### src/rtl/i2c_codec_pkg.sv
// Shared types and constants for the WM8731 control-port I2C responder.
package i2c_codec_pkg;

  localparam logic [6:0] WM8731_ADDR = 7'b0011010;
  localparam logic [6:0] REG_RESET   = 7'h0F;
  localparam logic [6:0] REG_ACTIVE  = 7'h09;

  typedef enum logic [3:0] {
    ST_IDLE,
    ST_ADDR,
    ST_ACK_A,
    ST_BYTE1,
    ST_ACK_1,
    ST_BYTE2,
    ST_ACK_2,
    ST_WAIT_STOP,
    ST_IGNORE
  } state_t;

  typedef struct packed {
    logic [6:0] reg_addr;
    logic [8:0] reg_data;
  } frame_t;

  // States in which SCL rising edges shift a data bit into the byte register.
  function automatic logic is_byte_state(input state_t s);
    return (s == ST_ADDR) || (s == ST_BYTE1) || (s == ST_BYTE2);
  endfunction

endpackage

### src/rtl/i2c_bus_sync.sv
// SCL/SDA synchronizer with single-cycle START, STOP, SCL-rise and SCL-fall pulses.
module i2c_bus_sync #(
  parameter int unsigned SYNC_STAGES = 2
) (
  input  logic i_clk,
  input  logic i_rst,
  input  logic i_scl,
  input  logic i_sda,
  output logic o_sda_s,
  output logic o_start,
  output logic o_stop,
  output logic o_scl_rise,
  output logic o_scl_fall
);

  logic [SYNC_STAGES-1:0] scl_ff;
  logic [SYNC_STAGES-1:0] sda_ff;
  logic                   scl_d;
  logic                   sda_d;
  logic                   scl_now;
  logic                   sda_now;

  // Flops reset to the idle bus level so leaving reset on an idle bus is silent.
  always_ff @(posedge i_clk or posedge i_rst) begin
    if (i_rst) begin
      scl_ff <= '1;
      sda_ff <= '1;
      scl_d  <= 1'b1;
      sda_d  <= 1'b1;
    end else begin
      scl_ff <= {scl_ff[SYNC_STAGES-2:0], i_scl};
      sda_ff <= {sda_ff[SYNC_STAGES-2:0], i_sda};
      scl_d  <= scl_ff[SYNC_STAGES-1];
      sda_d  <= sda_ff[SYNC_STAGES-1];
    end
  end

  assign scl_now    = scl_ff[SYNC_STAGES-1];
  assign sda_now    = sda_ff[SYNC_STAGES-1];
  assign o_sda_s    = sda_now;
  assign o_start    = scl_now & scl_d & sda_d & ~sda_now;
  assign o_stop     = scl_now & scl_d & ~sda_d & sda_now;
  assign o_scl_rise = scl_now & ~scl_d;
  assign o_scl_fall = ~scl_now & scl_d;

endmodule

### src/rtl/i2c_codec_responder.sv
// WM8731 write-only I2C control-port responder: ACKs {DEV_ADDR,W}, decodes 3-byte frames.
// Optional register shadow with combinational read port: define I2C_RESP_SHADOW_EN.
module i2c_codec_responder
  import i2c_codec_pkg::*;
#(
  parameter logic [6:0]  DEV_ADDR    = WM8731_ADDR,
  parameter int unsigned SYNC_STAGES = 2,
  parameter int unsigned NUM_REGS    = 16
) (
  input  logic       i_clk,
  input  logic       i_rst,
  input  logic       i_scl,
  input  logic       i_sda,
  output logic       o_sda_oe,
  output logic       o_wr_valid,
  output logic [6:0] o_reg_addr,
  output logic [8:0] o_reg_data,
  output logic       o_busy,
  output logic [7:0] o_nack_cnt
`ifdef I2C_RESP_SHADOW_EN
  ,
  input  logic [6:0] i_rd_addr,
  output logic [8:0] o_rd_data,
  output logic [0:0] o_active
`endif
);

  if (SYNC_STAGES < 2 || NUM_REGS < 10 || NUM_REGS > 128) begin : g_param_check
    $error("i2c_codec_responder: SYNC_STAGES must be >= 2 and NUM_REGS in 10..128");
  end

  logic   sda_s;
  logic   start_p;
  logic   stop_p;
  logic   scl_rise;
  logic   scl_fall;

  state_t     state;
  logic [2:0] bit_cnt;
  logic       byte_done;
  logic [7:0] shift_reg;
  logic [7:0] hi_byte;
  frame_t     frame;

  i2c_bus_sync #(
    .SYNC_STAGES(SYNC_STAGES)
  ) u_sync (
    .i_clk      (i_clk),
    .i_rst      (i_rst),
    .i_scl      (i_scl),
    .i_sda      (i_sda),
    .o_sda_s    (sda_s),
    .o_start    (start_p),
    .o_stop     (stop_p),
    .o_scl_rise (scl_rise),
    .o_scl_fall (scl_fall)
  );

  always_ff @(posedge i_clk or posedge i_rst) begin
    if (i_rst) begin
      state      <= ST_IDLE;
      bit_cnt    <= '0;
      byte_done  <= 1'b0;
      shift_reg  <= '0;
      hi_byte    <= '0;
      frame      <= '0;
      o_sda_oe   <= 1'b0;
      o_wr_valid <= 1'b0;
      o_reg_addr <= '0;
      o_reg_data <= '0;
      o_busy     <= 1'b0;
      o_nack_cnt <= '0;
    end else begin
      o_wr_valid <= 1'b0;

      if (scl_rise && is_byte_state(state)) begin
        shift_reg <= {shift_reg[6:0], sda_s};
        bit_cnt   <= bit_cnt + 3'd1;
        if (bit_cnt == 3'd7) byte_done <= 1'b1;
      end

      // Byte and ACK boundaries are all taken on the SCL falling edge.
      if (scl_fall) begin
        case (state)
          ST_ADDR: begin
            if (byte_done) begin
              byte_done <= 1'b0;
              if (shift_reg == {DEV_ADDR, 1'b0}) begin
                state    <= ST_ACK_A;
                o_sda_oe <= 1'b1;
              end else begin
                state <= ST_IGNORE;
                if (o_nack_cnt != 8'hFF) o_nack_cnt <= o_nack_cnt + 8'd1;
              end
            end
          end
          ST_BYTE1: begin
            if (byte_done) begin
              byte_done <= 1'b0;
              hi_byte   <= shift_reg;
              state     <= ST_ACK_1;
              o_sda_oe  <= 1'b1;
            end
          end
          ST_BYTE2: begin
            if (byte_done) begin
              byte_done <= 1'b0;
              frame     <= frame_t'({hi_byte, shift_reg});
              state     <= ST_ACK_2;
              o_sda_oe  <= 1'b1;
            end
          end
          ST_ACK_A: begin
            o_sda_oe <= 1'b0;
            bit_cnt  <= '0;
            state    <= ST_BYTE1;
          end
          ST_ACK_1: begin
            o_sda_oe <= 1'b0;
            bit_cnt  <= '0;
            state    <= ST_BYTE2;
          end
          ST_ACK_2: begin
            o_sda_oe   <= 1'b0;
            o_reg_addr <= frame.reg_addr;
            o_reg_data <= frame.reg_data;
            o_wr_valid <= 1'b1;
            state      <= ST_WAIT_STOP;
          end
          default: ;
        endcase
      end

      if (start_p) begin
        state     <= ST_ADDR;
        bit_cnt   <= '0;
        byte_done <= 1'b0;
        o_sda_oe  <= 1'b0;
        o_busy    <= 1'b1;
      end else if (stop_p) begin
        state     <= ST_IDLE;
        byte_done <= 1'b0;
        o_sda_oe  <= 1'b0;
        o_busy    <= 1'b0;
      end
    end
  end

`ifdef I2C_RESP_SHADOW_EN
  localparam int unsigned AW         = $clog2(NUM_REGS);
  localparam logic [7:0]  NUM_REGS_W = 8'(NUM_REGS);

  logic [8:0] shadow [NUM_REGS];

  // A write to the codec RESET register clears the whole shadow instead of storing.
  always_ff @(posedge i_clk or posedge i_rst) begin
    if (i_rst) begin
      for (int unsigned i = 0; i < NUM_REGS; i++) shadow[i] <= '0;
    end else if (o_wr_valid) begin
      if (o_reg_addr == REG_RESET) begin
        for (int unsigned i = 0; i < NUM_REGS; i++) shadow[i] <= '0;
      end else if ({1'b0, o_reg_addr} < NUM_REGS_W) begin
        shadow[o_reg_addr[AW-1:0]] <= o_reg_data;
      end
    end
  end

  always_comb begin
    o_rd_data = '0;
    if ({1'b0, i_rd_addr} < NUM_REGS_W) o_rd_data = shadow[i_rd_addr[AW-1:0]];
  end

  assign o_active = shadow[REG_ACTIVE[AW-1:0]][0];
`endif

endmodule

### config.mk
export PLATFORM = sky130hd
export DESIGN_NAME = i2c_codec_responder
export DESIGN_NICKNAME = d
export VERILOG_FILES = /design/src/rtl/i2c_codec_pkg.sv /design/src/rtl/i2c_bus_sync.sv /design/src/rtl/i2c_codec_responder.sv
export SDC_FILE = /design/constraint.sdc
export NUM_CORES = 1
export LEC_CHECK = 0
export ABC_CLOCK_PERIOD_IN_PS = 2400
export BUFFER_PORTS_ARGS = -buffer_cell sky130_fd_sc_hd__buf_2
export CAP_MARGIN = 5
export CORE_MARGIN = 1
export CORE_UTILIZATION = 58
export CTS_CLUSTER_DIAMETER = 200
export CTS_CLUSTER_SIZE = 12
export DETAILED_ROUTE_END_ITERATION = 7
export MAX_ROUTING_LAYER = met4
export PLACE_DENSITY = 0.82
export RECOVER_POWER = 100
export SETUP_SLACK_MARGIN = 0.4
export SLEW_MARGIN = 20
export SYNTH_ARGS = -nofsm -noshare
export SYNTH_HDL_FRONTEND = slang
export SYNTH_SLANG_ARGS = --single-unit
### constraint.sdc
create_clock -name i_clk -period 2.4 [get_ports i_clk]
set_input_delay 0.24 -clock i_clk [delete_from_list [all_inputs] [get_ports i_clk]]
set_output_delay 0.24 -clock i_clk [all_outputs]
set_load 0.03 [all_outputs]
==> results of run 1 <==
==> cell usage after synthesis, types with 4 or more instances <==
| master | n |
|---|---|
| dfstp_2 | 6 |
| mux2_2 | 28 |
| nand2_1 | 4 |
| xnor2_1 | 6 |
| mux2_1 | 13 |
| dfrtp_1 | 67 |
| nand3_1 | 6 |
| nor2_1 | 6 |
| mux2_4 | 9 |
==> timing repair <==
action / in CTS / in global routing
hold endpoints to repair: 30 / 0
pin swaps: 1 / 0
gates resized for setup: 0 / 2
setup endpoints to repair: 2 / 26
hold buffers: 3 / 0
buffers inserted: 2 / 4
==> placed cells by master, fill, tap and decap left out, drive strengths merged, types with 2 or more instances in the layout <==
cell type,synthesis,final
nand3b,3,3
dlygate4sd3,0,3
and3,2,2
a31oi,3,3
a21boi,2,2
nor2b,3,3
o211a,2,2
nor2,6,6
mux2i,2,2
xor2,3,3
or3b,2,2
clkbuf,2,40
mux2,50,50
nand2,5,5
dfrtp,67,67
ha,3,3
xnor2,6,6
buf,7,14
o21ai,4,4
nand4,4,4
and2,2,2
bufinv,0,4
nand3,6,6
dfstp,6,6
==> layer usage <==
metal	GRT usage	share of wire	up-vias
met5	-	0	-
met1	0.269	0.45	923
met2	0.328	0.50	46
li1	-	-	872
met3	0.0482	0.033	9
met4	0.121	0.021	0
==> logic make-up (layout without fill, tap and decap cells) <==
kind of cell,after synthesis,after routing,synth area share
buffers and inverters,10,64,0.0209
multiplexers,52,52,0.198
flip-flops,73,73,0.589
AND/OR/NAND/NOR,43,43,0.0965
adder cells (fa/ha/maj),3,3,0.0121
AO/OA/AOI/OAI,23,23,0.0579
XOR/XNOR,9,9,0.0253
==> final cells by class <==
type                            count  area, µm²
Tap cell                           70       87.6
Inverter                            1       5.00
Fill cell                         388       1520
Multi-Input combinational cell    130       1160
Clock buffer                       10        138
Timing Repair Buffer               47        258
Sequential cell                    73       1840
Clock inverter                      6        138
==> stage by stage <==
stage / hold slack, ns / setup WS (ns) / utilization
5_1_grt: 0.369 / 0.254 / 0.704
3_3_place_gp: 0.346 / 0.344 / 0.655
3_5_place_dp: 0.347 / 0.308 / 0.655
6_report: 0.363 / 0.349 / 0.704
2_1_floorplan: 0.244 / 0.397 / -
4_1_cts: 0.358 / 0.399 / 0.717
==> power breakdown <==
| group | internal [mW] | total (mW) | leakage, nW | switching [mW] |
|---|---|---|---|---|
| Combinational | 0.0582 | 0.126 | 0.629 | 0.0682 |
| Sequential | 1.27 | 1.32 | 0.986 | 0.0456 |
| Clock | 0.829 | 1.30 | 0.137 | 0.467 |
==> worst max path at each step <==
| stage | startpoint | slack [ns] | end |
|---|---|---|---|
| 3_3_place_gp | state[1] | 0.34 | o_nack_cnt[7] |
| 2_1_floorplan | u_sync.scl_d | 0.40 | hi_byte[0] |
| 5_1_grt | u_sync.scl_d | 0.25 | hi_byte[1] |
| 3_5_place_dp | state[1] | 0.31 | o_nack_cnt[7] |
| 6_report | u_sync.scl_d | 0.35 | hi_byte[2] |
| 4_1_cts | u_sync.scl_d | 0.40 | frame[10] |
==> metrics.yaml, run 1 <==
worst_hold_path:
  hold-path-cell-count: 0
  hold_path_end: "u_sync.scl_ff[1]"
  min_from: "u_sync.scl_ff[0]"
  hold_path_class: "flop to flop"
logic_synthesis:
  ys_ff_latch: 73
  ys_warn_count: 0
  synth_area_per_cell_um2: 14.6
  synth_seq_area_share: 0.589
  synthesis.area_um2: 3110
  yosysUniqueCellTypes: 55
  syn_nets: 220
  yosysTopAreaCellShare: 0.539
  synthArstFlopShare: 1.00
  synth_edf_count: 0
  synthFlopType: "dfrtp_1"
  synth_area_leader_cell: "dfrtp_1"
  ys_top_cells_by_area: "dfrtp_1 54%, mux2_2 10%, dfstp_2 5.1%"
  synth_cells: 213
setup_path:
  worstSetupStartpointType: "flop"
  critPathSlowestCell: "dfstp_1"
  reg2reg_slack_ns: 0.35
  required_ns: 2.64
  crit_family: "simple AND/OR/NAND/NOR gates"
  slowest_delay_ns: 0.61
  critPathCaptureType: "flop"
  path_class: "flop to flop"
  reg2regPathDepth: 5
  cp.arrival_ns: 2.29
  cp_max_fo: 8
  crit_chain: "nand3b_2, or3b_1, nor3b_4, clkbuf_2, mux2_1"
  timing.rr.start: "u_sync.scl_d"
  cp.buffers_inverters: 1
  crit_cells: 5
  worstReg2RegEnd: "hi_byte[2]"
status:
  status: "finished, final reports clean"
power_and_ir_drop:
  vdd_drop_max_mv: 0.490
  p_leak_nw: 1.75
  fin_total_pwr_mw: 2.74
  power.density_nw_per_um2: 758
cells_and_area:
  instances_no_fill: 337
  drive_above_1_share: 0.273
  top_register: "frame"
  syn_to_final_growth_pct: 16.3
  final_cell_area_um2: 3620
  largest_register_ffs: 16
  reg_top3: "frame (16), o_reg_data (9)"
  nets: 269
  antenna_cells: 0
routing:
  drt_iter0_drc: 105
  num_vias: 1850
  wl_um: 5170
  final_antenna_net_count: 0
  firstDrtPassIters: 4
  remaining_drc_errors: 0
  avgViaCountPerCell: 5.49
  routedWlPerCell_um: 15.3
sta:
  rsz0062_at_grt: "false"
  worstMarginPinSlew_ns: 1.26
  fin_crit_sh: 0.855
  fmax_mhz: 487
  final_hold_viol_count: 0
  slew_viol_final: 0
  period_needed_ns: 2.05
  relSlewSlack: 0.156
  fin_skew_ns: 0.00747
  final.setup.tns_ns: 0
  setup_violations: 0
grt:
  grt_pass1_wl_um: 8420
  overflow: 0
  grt_max_degree: 46
  grt_usage: 0.216
  grt_pass1_vias: 1754
  antenna_found_initial: 0
place:
  place_area_um2: 3370
  placed_cells_incl_taps: 312
  portBuffers: 30
  gp_congestion: 0.855
  dp.final_hpwl_um: 3290
die:
  core_um2: 5140
  die_h_um: 75.3
  initial_core_util: 0.606
  rows: 26
  ios: 31
  die_w_um: 75.3
  dieArea_um2: 5660
cts:
  clockBufferDepth: 2
  path_clk_slew_ns: 0.08
  cts_root_buf: "clkbuf_8"
  cts_tree: "done"
  cts-htree-levels: 3
  clock-sinks: 73
  cts_made_buffers: 9
  clk_latency_ns: 0.35
run:
  cap_violations: 0
(Power assumes the default switching activity.)
==> run 2: changes to the inputs <==
Settings changed: CORE_ASPECT_RATIO set to 2.
==> run 2 against run 1 <==
  * Critical path depth stayed put
  * First-iteration DRC count shrank 56%
  * Fmax fell by 2.1%
  * Combinational power about the same
  * Die area up 0.32%
  * Cell area shrank 3.9%
  * Worst setup slack worse by 0.044 ns
  * Clock skew decreased by 0.0022 ns
  * Hold slack worse by 0.0021 ns
==> metrics.yaml, run 2 (synthesized netlist as in run 1, its figures left out) <==
setup_path:
  cp_max_fo: 11  # +3
  worstSetupStartpointType: "flop"
  required_ns: 2.63  # about the same
  path_class: "flop to flop"
  critPathCaptureType: "flop"
  cp.arrival_ns: 2.33  # +0.04 ns
cells_and_area:
  antenna_cells: 0  # unchanged
  final_cell_mix: "67 x dfrtp_1, 34 x clkbuf_1, 28 x mux2_2"
  instances_no_fill: 325  # -3.6%
  post-route-util: 0.677  # -0.0273
  top_register: "frame"
  reg_top3: "frame (16), o_reg_data (9)"
  syn_to_final_growth_pct: 11.7
  final_cell_area_um2: 3480  # -3.9%
  drive_above_1_share: 0.258  # -0.0150
  final_common_cell: "dfrtp_1"
  nets: 269  # unchanged
  largest_register_ffs: 16  # unchanged
cts:
  cts-htree-levels: 3  # unchanged
  cts_root_buf: "clkbuf_8"
  cts_made_buffers: 9  # unchanged
  clk_latency_ns: 0.34  # about the same
  cts_tree: "done"
  clock-sinks: 73  # unchanged
  clockBufferDepth: 2  # unchanged
  path_clk_slew_ns: 0.07  # about the same
place:
  portBuffers: 30  # unchanged
  dp.final_hpwl_um: 3690  # +12%
  placed_cells_incl_taps: 302  # -3.2%
  place_area_um2: 3350  # -0.37%
  gp_congestion: 0.913  # +6.8%
die:
  core_um2: 5140  # about the same
  die_w_um: 53.8  # -29%
  rows: 37  # +42%
  die_h_um: 106  # +40%
  initial_core_util: 0.606  # about the same
  ios: 31  # unchanged
  dieArea_um2: 5680  # +0.32%
routing:
  avgViaCountPerCell: 5.75  # +4.7%
  num_vias: 1868  # +0.97%
  remaining_drc_errors: 0  # unchanged
  firstDrtPassIters: 4  # unchanged
  routedWlPerCell_um: 16.2  # +5.4%
  final_antenna_net_count: 0  # unchanged
  drt_iter0_drc: 46  # -56%
  wl_um: 5250  # +1.6%
sta:
  period_needed_ns: 2.09  # +0.0435 ns
  relSlewSlack: 0.423  # +0.268
  worstMarginPinSlew_ns: 0.860  # -0.399 ns
  fmax_mhz: 477  # -2.1%
  rsz0062_at_grt: "false"
  setup_violations: 0  # unchanged
  fin_crit_sh: 0.873  # +0.0181
  final_hold_viol_count: 0  # unchanged
  fin_skew_ns: 0.00526  # -0.00221 ns
  slew_viol_final: 0  # unchanged
  final.setup.tns_ns: 0  # unchanged
status:
  status: "finished, final reports clean"
power_and_ir_drop:
  p_leak_nw: 1.69  # -3.5%
  vdd_drop_max_mv: 0.480  # -2.0%
  power.density_nw_per_um2: 640  # -16%
grt:
  antenna_found_initial: 0  # unchanged
  grt_pass1_vias: 2015  # +15%
  overflow: 0  # unchanged
  grt_usage: 0.237  # +0.0210
  grt_max_degree: 28  # -39%
  grt_pass1_wl_um: 9230  # +9.6%
run:
  cap_violations: 0  # unchanged
worst_hold_path:
  hold_path_class: "flop to flop"
[run 2: changes by cell type in the layout (fill, tap and decap cells not counted), moves of 2 or more]
cell       before  now
clkbuf_1       29   34
buf_4           9    7
bufinv_16       4    0
clkinv_2        0    4
[run 2: power by group]
part           leakage [nW]  switching [mW]  internal (mW)
Sequential            0.988          0.0456           1.28
Combinational         0.618          0.0713         0.0556
Clock                0.0839           0.408          0.368
Total                  1.69           0.525           1.70
[run 2: per-layer routing]
layer / part of all wire / wire [µm] / track usage
met1: 0.38 / 2000 / 0.241
met2: 0.54 / 2860 / 0.379
met3: 0.038 / 199 / 0.0693
met4: 0.036 / 191 / 0.145
met5: 0 / 0 / -
[run 2: worst max-delay path: stages (launching register included)]
cell      delay, ns
dfrtp_1        0.50
or4b_1         0.61
a211oi_4       0.28
clkbuf_1       0.28
nand4_1        0.16
xnor2_1        0.15
[run 2: path summary, 6_finish.rpt]
path                            slack (ns)             start                to  cells after the start
worst max-delay path                  0.31          state[1]     o_nack_cnt[3]                      5
worst min-delay path                  0.36  u_sync.scl_ff[0]  u_sync.scl_ff[1]                      0
worst max register to register        0.31          state[1]     o_nack_cnt[3]                      5
worst min register to register        0.36  u_sync.scl_ff[0]  u_sync.scl_ff[1]                      0
max in group asynchronous             0.71             i_rst      shift_reg[2]                      4
min in group asynchronous             0.59             i_rst        bit_cnt[2]                      3
[run 2: what timing repair did]
item | 4_1_cts | 5_1_grt
resized for setup | 1 | 1
hold endpoints to repair | 15 | 0
endpoints found under the setup margin | 6 | 2
pin swaps | 1 | 0
hold buffers | 3 | 0
setup buffers | 4 | 0
[run 2: cell type report]
cell class              instances  area [µm²]
clock buffers                  12         135
clock inverters                 4        20.0
fillers                       435        1660
inverters                       1        5.00
multi-input cells             130        1180
flip-flops and latches         73        1830
well taps                      58        72.6
repair buffers                 47         235
[run 2: through the flow]
| step | power, mW | hold slack (ns) | setup slack [ns] |
|---|---|---|---|
| 2_1_floorplan | 1.43 | 0.244 | 0.397 |
| 6_report | 2.23 | 0.361 | 0.305 |
| 3_5_place_dp | 1.48 | 0.273 | 0.286 |
| 5_1_grt | 2.33 | 0.365 | 0.215 |
| 3_3_place_gp | 1.47 | 0.278 | 0.344 |
| 4_1_cts | 2.27 | 0.357 | 0.461 |
==> run 3: changes to the inputs <==
Settings changed: ABC_CLOCK_PERIOD_IN_PS 2400 to 2690, CORE_UTILIZATION 58 to 62, PLACE_DENSITY 0.82 to 0.86.
Clock period 2.4 ns to 2.69 ns, I/O delays scaled along.
==> run 3 against run 2 <==
  * The run now ends with capacitance limit, slew limit left
  * Core utilization grew 2.2 points
  * Clock skew about the same
  * Clock power down 3.3%
  * Wire length is 2.7% lower
  * Die area decreased by 6.3%
  * Sequential power shrank 11%
  * Largest cell class unchanged
==> metrics.yaml, run 3 (synthesized netlist as in run 1, its figures left out) <==
status:
  status: "finished, violations left"
  violations: "capacitance limit, slew limit"
sta:
  worstMarginPinSlew_ns: 1.69  # +0.834 ns
  final_hold_viol_count: 0  # unchanged
  fin_skew_ns: 0.00576  # +0.000498 ns
  relSlewSlack: -0.129  # -0.553
  layout_setup_ws_ns: 0.405  # +0.0998 ns
  timing.hold.ws_ns: 0.0224  # -0.338 ns
  setup_violations: 0  # unchanged
  fmax_mhz: 438  # -8.3%
  slew_viol_final: 74  # +74
  rsz0062_at_grt: "false"
  period_needed_ns: 2.29  # +0.190 ns
  final.setup.tns_ns: 0  # unchanged
  fin_crit_sh: 0.849  # -0.0234
cells_and_area:
  post-route-util: 0.699  # +0.0217
  reg_top3: "frame (16), o_reg_data (9)"
  final_cell_mix: "67 x dfrtp_1, 32 x clkbuf_1, 28 x mux2_2"
  drive_above_1_share: 0.223  # -0.0358
  final_common_cell: "dfrtp_1"
  antenna_cells: 0  # unchanged
  nets: 258  # -4.1%
  top_register: "frame"
  fillCellCount: 381  # -12%
  largest_register_ffs: 16  # unchanged
  syn_to_final_growth_pct: 9.16
grt:
  antenna_found_initial: 0  # unchanged
  grt_pass1_vias: 1814  # -10%
  overflow: 0  # unchanged
  grt_usage: 0.232  # -0.00473
  grt_max_degree: 74  # +160%
  grt_pass1_wl_um: 8570  # -7.1%
worst_hold_path:
  hold_path_class: "primary input to flop"
  min_from: "i_scl"
power_and_ir_drop:
  p_int_mw: 1.57  # -7.7%
  seqPwrFrac: 0.579  # -0.015
  power.density_nw_per_um2: 599  # -6.3%
  combinationalPowerShare: 0.052  # -0.005
  power.switching_uw: 467  # -11%
  swShare: 0.229  # -0.00678
  fin_total_pwr_mw: 2.04  # -8.5%
  vdd_drop_max_mv: 0.430  # -10%
  p_clk_frac: 0.369  # +0.020
  p_leak_nw: 1.65  # -2.4%
setup_path:
  cp.buffers_inverters: 1  # unchanged
  reg2regPathDepth: 5  # unchanged
  critPathSlowestCell: "dfstp_1"
  reg2reg_slack_ns: 0.40  # +0.10 ns
  slowest_delay_ns: 0.66  # +0.05 ns
  cp.arrival_ns: 2.52  # +0.19 ns
  timing.rr.start: "u_sync.scl_d"
  required_ns: 2.92  # +0.29 ns
  path_class: "flop to flop"
  cp-endpoint: "frame[12]"
  crit_family: "simple AND/OR/NAND/NOR gates"
  cp_max_fo: 16  # +5
  critPathCaptureType: "flop"
  startpoint: "u_sync.scl_d"
  worstReg2RegEnd: "frame[12]"
  worstSetupStartpointType: "flop"
  crit_chain: "nand3b_1, or3b_1, nor2b_1, clkbuf_2, mux2_2"
  crit_cells: 5  # unchanged
cts:
  clock-sinks: 73  # unchanged
  clockBufferDepth: 2  # unchanged
  cts_root_buf: "clkbuf_8"
  postCtsSetupBuffers: 0  # -4
  cts_made_buffers: 9  # unchanged
  ctsResizeCount: 0  # -1
  cts_hold_buf: 0  # -3
  cts-htree-levels: 3  # unchanged
  clk_latency_ns: 0.34  # about the same
  path_clk_slew_ns: 0.07  # about the same
  cts_tree: "done"
routing:
  avgViaCountPerCell: 5.86  # +1.9%
  num_vias: 1834  # -1.8%
  routedWlPerCell_um: 16.3  # +0.99%
  final_antenna_net_count: 0  # unchanged
  drt_iter0_drc: 34  # -26%
  remaining_drc_errors: 0  # unchanged
  firstDrtPassIters: 4  # unchanged
  wl_um: 5110  # -2.7%
die:
  die_h_um: 102  # -3.2%
  ios: 31  # unchanged
  dieArea_um2: 5330  # -6.3%
  core_um2: 4860  # -5.3%
  die_w_um: 52.1  # -3.2%
  initial_core_util: 0.640  # +0.0341
  rows: 36  # -2.7%
place:
  portBuffers: 30  # unchanged
  dp.final_hpwl_um: 3550  # -3.7%
  dp_slack_ns: 0.567  # +0.281 ns
  gp_congestion: 0.893  # -2.2%
run:
  cap_violations: 1  # +1
## run 3: metrics by stage
| stage | instance area (µm²) | cells |
|---|---|---|
| after detailed placement | 3320 | 296 |
| final | 3400 | 313 |
| after global placement | 3320 | 296 |
| after CTS | 3500 | 312 |
| after floorplan | 3110 | 213 |
| after global routing | 3400 | 313 |
## run 3: layer usage
metal / wire, µm / vias up / part of all wire / global-route usage
met1: 1930 / 932 / 0.38 / 0.259
met5: 0 / - / 0 / -
met3: 173 / 13 / 0.034 / 0.0670
met2: 2870 / 41 / 0.56 / 0.377
li1: - / 848 / - / -
met4: 136 / 0 / 0.027 / 0.104
## run 3: final cells by class
type,count,area [µm²],area share
clock buffers,14,163,0.0479
clock inverters,2,12.5,0.00368
inverters,1,3.75,0.00110
multi-input cells,130,1160,0.342
flip-flops and latches,73,1830,0.540
well taps,57,71.3,0.0210
repair buffers,36,151,0.0446
## run 3: worst min-delay path by stage
stage	end	slack (ns)	depth (start not counted)
finish	u_sync.scl_ff[0]	0.02	1
global route	u_sync.scl_ff[0]	0.004	1
CTS	o_reg_addr[6]	0.0000006	3
detailed placement	u_sync.scl_ff[1]	0.35	0
global placement	u_sync.scl_ff[1]	0.35	0
floorplan	u_sync.scl_ff[0]	0.27	0
## run 3: power by group through the flow
stage / logic, mW / registers [mW] / clock network, mW
2_1_floorplan: 0.0851 / 1.19 / 0
3_3_place_gp: 0.110 / 1.20 / 0
3_5_place_dp: 0.114 / 1.20 / 0
4_1_cts: 0.115 / 1.18 / 0.777
5_1_grt: 0.121 / 1.19 / 0.818
6_report: 0.106 / 1.18 / 0.751
